## src/rtl/serv_rf_dbg_arb.sv

```systemverilog
// Shares RF port 0 between the core and a debug requester doing bit-serial 32-bit register reads/writes.
// Optional WAIT timeout is enabled by defining SERV_RF_DBG_ARB_TIMEOUT_EN.
module serv_rf_dbg_arb #(
  parameter int WITH_CSR = 1,
  parameter int RDLAT    = 1,
  parameter int TIMEOUT  = 255
) (
  input  logic                  i_clk,
  input  logic                  i_rst_n,
  input  logic [5+WITH_CSR-1:0] i_core_rreg0,
  input  logic [5+WITH_CSR-1:0] i_core_wreg0,
  input  logic                  i_core_wen0,
  input  logic                  i_core_wdata0,
  input  logic                  i_core_idle,
  output logic                  o_core_stall,
  output logic                  o_core_rdata0,
  output logic [5+WITH_CSR-1:0] o_rreg0,
  output logic [5+WITH_CSR-1:0] o_wreg0,
  output logic                  o_wen0,
  output logic                  o_wdata0,
  input  logic                  i_rdata0,
  input  logic                  i_dbg_req,
  input  logic                  i_dbg_write,
  input  logic [5+WITH_CSR-1:0] i_dbg_addr,
  input  logic [31:0]           i_dbg_wdata,
  output logic                  o_dbg_busy,
  output logic                  o_dbg_ack,
  output logic                  o_dbg_err,
  output logic [31:0]           o_dbg_rdata
);

  localparam int AW = 5 + WITH_CSR;

  typedef enum logic [1:0] {IDLE, WAIT, XFER, DONE} state_t;

  state_t        state;
  logic [5:0]    cnt;
  logic [31:0]   shreg;
  logic [AW-1:0] addr;
  logic          is_write;
  logic [5:0]    last_idx;
  logic [31:0]   shreg_rd;
  logic          xfer;

`ifdef SERV_RF_DBG_ARB_TIMEOUT_EN
  localparam logic [7:0] TIMEOUT_LAST = 8'(TIMEOUT - 1);
  logic [7:0] wait_cnt;
  logic       err_q;
  assign o_dbg_err = err_q;
`else
  logic [7:0] timeout_unused;
  assign timeout_unused = 8'(TIMEOUT);
  assign o_dbg_err      = 1'b0;
`endif

  // Reads spend RDLAT extra cycles before the first valid RF bit arrives.
  assign last_idx = is_write ? 6'd31 : 6'(RDLAT + 31);
  assign shreg_rd = {i_rdata0, shreg[31:1]};
  assign xfer     = (state == XFER);

  always_ff @(posedge i_clk or negedge i_rst_n) begin
    if (!i_rst_n) begin
      state        <= IDLE;
      cnt          <= '0;
      shreg        <= '0;
      addr         <= '0;
      is_write     <= 1'b0;
      o_dbg_busy   <= 1'b0;
      o_core_stall <= 1'b0;
      o_dbg_ack    <= 1'b0;
      o_dbg_rdata  <= '0;
`ifdef SERV_RF_DBG_ARB_TIMEOUT_EN
      wait_cnt     <= '0;
      err_q        <= 1'b0;
`endif
    end else begin
      o_dbg_ack <= 1'b0;
`ifdef SERV_RF_DBG_ARB_TIMEOUT_EN
      err_q     <= 1'b0;
`endif
      case (state)
        IDLE: begin
          if (i_dbg_req) begin
            is_write     <= i_dbg_write;
            addr         <= i_dbg_addr;
            shreg        <= i_dbg_wdata;
            o_dbg_busy   <= 1'b1;
            o_core_stall <= 1'b1;
`ifdef SERV_RF_DBG_ARB_TIMEOUT_EN
            wait_cnt     <= '0;
`endif
            state        <= WAIT;
          end
        end
        WAIT: begin
          if (i_core_idle) begin
            cnt   <= '0;
            state <= XFER;
          end
`ifdef SERV_RF_DBG_ARB_TIMEOUT_EN
          else if (wait_cnt == TIMEOUT_LAST) begin
            o_dbg_ack <= 1'b1;
            err_q     <= 1'b1;
            state     <= DONE;
          end else begin
            wait_cnt <= wait_cnt + 8'd1;
          end
`endif
        end
        XFER: begin
          cnt <= cnt + 6'd1;
          if (is_write)
            shreg <= {1'b0, shreg[31:1]};
          else if (cnt >= 6'(RDLAT))
            shreg <= shreg_rd;
          if (cnt == last_idx) begin
            o_dbg_ack <= 1'b1;
            if (!is_write)
              o_dbg_rdata <= shreg_rd;
            state <= DONE;
          end
        end
        DONE: begin
          o_dbg_busy   <= 1'b0;
          o_core_stall <= 1'b0;
          state        <= IDLE;
        end
        default: state <= IDLE;
      endcase
    end
  end

  // Debug owns port 0 only during XFER; writes to x0 are suppressed but still take 32 cycles.
  always_comb begin
    o_rreg0  = i_core_rreg0;
    o_wreg0  = i_core_wreg0;
    o_wen0   = i_core_wen0;
    o_wdata0 = i_core_wdata0;
    if (xfer) begin
      o_rreg0  = addr;
      o_wreg0  = addr;
      o_wen0   = is_write && (addr != '0);
      o_wdata0 = shreg[0];
    end
  end

  assign o_core_rdata0 = i_rdata0;

endmodule

```

## config.mk

```make
export PLATFORM = sky130hd
export DESIGN_NAME = serv_rf_dbg_arb
export DESIGN_NICKNAME = d
export VERILOG_FILES = /design/src/rtl/serv_rf_dbg_arb.sv
export SDC_FILE = /design/constraint.sdc
export NUM_CORES = 1
export LEC_CHECK = 0
export ABC_AREA = 0
export CAP_MARGIN = 20
export CORE_MARGIN = 1.5
export CORE_UTILIZATION = 51
export DETAILED_ROUTE_END_ITERATION = 12
export PLACE_DENSITY = 0.93
export SYNTH_ARGS = -nofsm -noshare
export SYNTH_HDL_FRONTEND = slang
export SYNTH_SLANG_ARGS = --single-unit
```

## constraint.sdc

```tcl
create_clock -name i_clk -period 5.3 [get_ports i_clk]
set_input_delay 0.53 -clock i_clk [delete_from_list [all_inputs] [get_ports i_clk]]
set_output_delay 0.53 -clock i_clk [all_outputs]
set_load 0.005 [all_outputs]
```

# Yosys cells after proc, flatten, opt, wreduce, memory -nomap -nowiden

Cells that the tools add are included.

Order comparisons: 1
Bitwise operators: 1
Mux-type cells: 19
Reduce and logical (&&, ||, !) cells: 12
Equality and inequality tests: 8
Add/sub/neg operators: 1

Operator list:

| operator                                                          | number |
|---|---|
| 2-to-1 mux 32 bit                                                 | 3 |
| one-hot mux 32 bit (2 select lines)                               | 1 |
| 2-to-1 mux 6 bit                                                  | 4 |
| one-hot mux 6 bit (2 select lines)                                | 1 |
| AND reduction 3 bit                                               | 3 |
| one-hot mux 2 bit (4 select lines)                                | 1 |
| adder 6 x 1 -> 6 bit, second input constant                       | 1 |
| == test 6 bit                                                     | 1 |
| greater-or-equal comparator 6 x 1 -> 1 bit, second input constant | 1 |
| 2-to-1 mux 2 bit                                                  | 3 |
| AND reduction 2 bit                                               | 3 |
| nonzero test 2 bit                                                | 3 |
| nonzero test 6 bit                                                | 1 |
| 2-to-1 mux 1 bit                                                  | 5 |
| == test 2 bit, second input constant                              | 2 |
| inequality test 2 bit, second input constant                      | 2 |
| inequality test 3 x 2 -> 1 bit, second input constant             | 1 |
| == test 2 x 1 -> 1 bit, second input constant                     | 1 |
| zero test 2 bit                                                   | 1 |
| inequality test 2 x 1 -> 1 bit, second input constant             | 1 |
| one-hot mux 1 bit (2 select lines)                                | 1 |
| logical AND 1 bit                                                 | 1 |
| inverter 1 bit                                                    | 1 |

Input bits: 58
Word-level logic and storage cells: 50
Flip-flop bits (word level): 81
Output and inout port bits: 51

# Logic depth before layout (Yosys ltp)

Word-level depth: 4
Gate-level depth with buffers: 8
Mapped depth without buffers: 6

# Worst setup path after synthesis

No wires, ideal clock.

Kind: register to register
From: reg cnt[0]
To: reg state[1]
Data required time: 5.172 ns
Data arrival time: 1.897 ns
Clock period less this slack: 2.024 ns
Path buffers: 0
Path slack: 3.276 ns
Cell stages (with the launch flop): 5
Library setup time: 0.128 ns
Cell sequence: dfrtp_1 -> or4b_4 -> or4_4 -> a31oi_4 -> mux2_1

Word-level cells in the longest chain between the ends: 3

Ends and longest elaborated chain:

| item                                            | line | text |
|---|---|---|
| start, declared                                 | 37   | `logic [5:0] cnt;` |
| start signal, assigned                          | 111  | `cnt <= cnt + 6'd1;` |
| == test 6 bit                                   | 116  | `if (cnt == last_idx) begin` |
| inequality test 2 x 1 -> 1 bit (no source line) | -    |  |
| AND reduction 3 bit (no source line)            | -    |  |
| end signal, assigned                            | 120  | `state <= DONE;` |
| end signal, assigned                            | 126  | `state <= IDLE;` |
| end signal, assigned                            | 128  | `default: state <= IDLE;` |
| end, declared                                   | 36   | `state_t state;` |

Every way passes these cells.
A chain may end at the register's enable or synchronous reset.

# Final worst setup path

From: reg state[0]
To: out o_wen0

Word-level cells in the longest chain between the ends: 2

Ends and longest elaborated chain:

| item                   | line | text |
|---|---|---|
| start signal, assigned | 63   | `state <= IDLE;` |
| start signal, assigned | 92   | `state <= WAIT;` |
| start signal, assigned | 98   | `state <= XFER;` |
| == test 2 bit          | 59   | `assign xfer = (state == XFER);` |
| 2-to-1 mux 1 bit       | 139  | `if (xfer) begin` |
| end, declared          | 19   | `output logic o_wen0,` |

Every way passes these cells.

==> results by group <==
CTS
  – Number of buffers inserted during clock tree synthesis: 9
  – Resized Gates After CTS: 0
  – Insertion delay to the later sink of the worst-skew pair: 0.35 ns
  – Max clock buf depth: 2
  – CTS tree: yes
  – # Post-CTS Setup Buffers: 0
  – Clock root cell: clkbuf_8
  – Deepest level of the CTS H-tree: 3
  – # hold bufs at CTS: 0
  – Number of sinks driven by the clock tree: 81
  – Clock transition at path regs: 0.08 ns

STA
  – RSZ-0062 raised after global routing: no
  – # setup viols final: 0
  – Final critical delay including setup and external delays: 3.16 ns
  – Final worst path period share: 59.7%
  – Fmax: 316 MHz
  – Worst slew margin: 37.3%
  – Worst hold slack: 0.0324 ns
  – Sum of negative setup slack: 0 ns
  – Final Slew Violations: 0
  – Least-Margin Pin Slew: 0.941 ns
  – Number of hold violations in the final report: 0
  – Clock skew after layout: 0.00590 ns

Setup path
  – Data required, critical path: 4.77 ns
  – Top fanout value on the critical path: 46
  – Arr. time, crit path: 2.63 ns
  – Worst Setup Path Type: flip-flop to output pin
  – Critical Path Start Type: flip-flop
  – Capturing element type of the critical path: output pin

Drt
  – Wirelength per Cell: 15.8 um
  – Via count: 2,827
  – Detail Route Antenna Nets: 0
  – DRC Markers: 0
  – Initial DRT Pass Iterations: 4
  – Vias per std cell: 5.29
  – DRT Wirelength: 8450 um
  – Iteration-0 DRC Markers: 89

Finish
  – Commonest cells after routing, fill and taps aside: clkdlybuf4s50_1, dfrtp_1, mux2_2
  – Area of combinational cells with multiple inputs: 0.00159 mm^2
  – Number of filler instances in the final layout: 501
  – Fraction of final layout cells sized beyond drive strength 1: 14.3%
  – # nets final: 495
  – Fraction of the core area covered by cells at the end of the flow: 71.7%
  – Most frequent standard cell in the layout excluding fill and tap cells: clkdlybuf4s50_1
  – Synthesis-to-layout area growth: 37.0%
  – Non-filler instance count after layout: 534
  – Antenna Cells: 0
  – Final non-filler cell area: 0.00515 mm^2
  – Area used by sequential logic in the layout: 0.00203 mm^2

Global routing
  – Initial antenna violation count: 0
  – GRT Overall Usage: 22.1%
  – Total congestion overflow: 0
  – Pin count of the biggest net entering global routing: 82
  – Vias in the first global route: 2,823
  – Global-route wire length before repair: 13,100 um

Yosys
  – Post-synth top flop: dfrtp_1
  – Biggest area contributors in the synthesized netlist: dfrtp_1, mux2_2, mux2i_1
  – Unique masters post-synth: 36
  – Leading area contributor after synthesis: dfrtp_1
  – Synth async-reset ratio: 100%
  – Synthesized area: 0.00376 mm^2
  – Area fraction of the dominant cell type after synthesis: 53.9%
  – Total number of yosys warnings: 0
  – Post-synth EDFFs: 0
  – #FFs+latches synth: 81
  – Synthesized area per cell: 11.5 um^2
  – Sequential fraction of the synthesis area: 53.9%
  – Syn Inst Count: 327
  – Syn nets: 392

Place
  – Placement-stage cell area: 0.00490 mm^2
  – Detailed Place HPWL: 5890 um
  – Instance count after placement with tap cells included: 517
  – Count of port buffers added during placement: 107
  – Placer's final routability congestion estimate: 0.809

Hold path
  – Class of the tightest hold or removal check: input pin to async pin

Power and ir drop
  – Reported leakage power: 2.29 nW
  – Power density over cell area: 471 mW/mm^2
  – Maximum vdd ir drop: 0.211 mV

Die
  – Ports: 109
  – Std-Cell Rows: 31
  – Die height: 88.8 um
  – DIE AREA: 0.00789 mm^2
  – Initial Utilization: 52.4%
  – Die X-Extent: 88.8 um
  – Core area: 0.00718 mm^2

Run
  – Total of max-cap violations: 0

Run status
  – Status: complete, no violations
-- layout make-up --
class | instances | share of cell area [%]
multi-input cells | 207 | 30.8
clock buffers | 10 | 2.48
inverters | 20 | 1.46
clock inverters | 6 | 1.75
well taps | 99 | 2.41
flip-flops and latches | 81 | 39.4
repair buffers | 111 | 21.7
-- per-stage QoR --
step | total power [mW] | worst slack, ns
4_1_cts | 2.43 | 2.12
5_1_grt | 2.59 | 1.93
2_1_floorplan | 1.58 | 3.28
3_5_place_dp | 1.93 | 2.34
6_report | 2.43 | 2.14
3_3_place_gp | 1.87 | 2.46
-- critical path, cell delays in order (launching register included) --
cell,delay (ns)
dfrtp_1,0.42
inv_1,0.10
ha_2,0.81
o311ai_0,0.28
o21ai_0,0.15
clkdlybuf4s50_1,0.53
-- synthesized netlist by cell type, types with 2 or more instances --
master and count:
inv_1 20, a21oi_1 32, clkbuf_1 11, ha_1 7
o21ai_0 15, dfrtp_1 81, mux2i_1 35, mux2_1 6
mux2_2 36, nor3_1 2, nor2_1 34, a22o_1 3
nand2b_1 3, nand3_1 3, nand2_1 12, a31oi_1 2
buf_4 6
-- state kept, by name, summed over array words and instances (netlist names) --
name         flops
is_write         1
shreg           32
addr             6
state            2
o_dbg_rdata     32
o_dbg_ack        1
o_dbg_busy       1
cnt              6
-- path summary, 6_finish.rpt --
kind / from / end / slack, ns / depth (start not counted)
setup / recovery: state[0] / o_wen0 / 2.14 / 5
hold / removal: i_rst_n / cnt[1] / 0.03 / 1
setup reg to reg: state[0] / shreg[31] / 2.30 / 7
hold reg to reg: o_dbg_rdata[22] / o_dbg_rdata[22] / 0.49 / 1
max in group asynchronous: i_rst_n / shreg[31] / 4.69 / 2
min in group i_clk: o_dbg_rdata[22] / o_dbg_rdata[22] / 0.49 / 1
-- cells by family (layout without fill, tap and decap cells) --
group,after synthesis,after routing,share of synthesized area [%]
adders and majority gates,7,7,2.33
other,1,1,0.0998
AOI/OAI and AO/OA,59,59,9.22
DFF,81,81,53.9
buffers and inverters,39,147,4.53
and+or+nand+nor,63,63,7.99
muxes,77,77,21.9
-- power breakdown --
group          total [mW]  internal, mW  switching (mW)  leakage (nW)
logic               0.977         0.472           0.504          1.17
registers           0.954         0.799           0.155          1.01
clock network       0.497         0.268           0.229         0.107
total                2.43          1.54           0.888          2.29
-- metal layers --
layer	up-vias	track usage (%)	part of all wire, %
met5	-	0	0
met3	18	4.57	5.2
li1	1339	-	-
met2	91	37.1	50
met4	0	9.52	2.0
met1	1379	27.8	43
(Power assumes the default switching activity.)
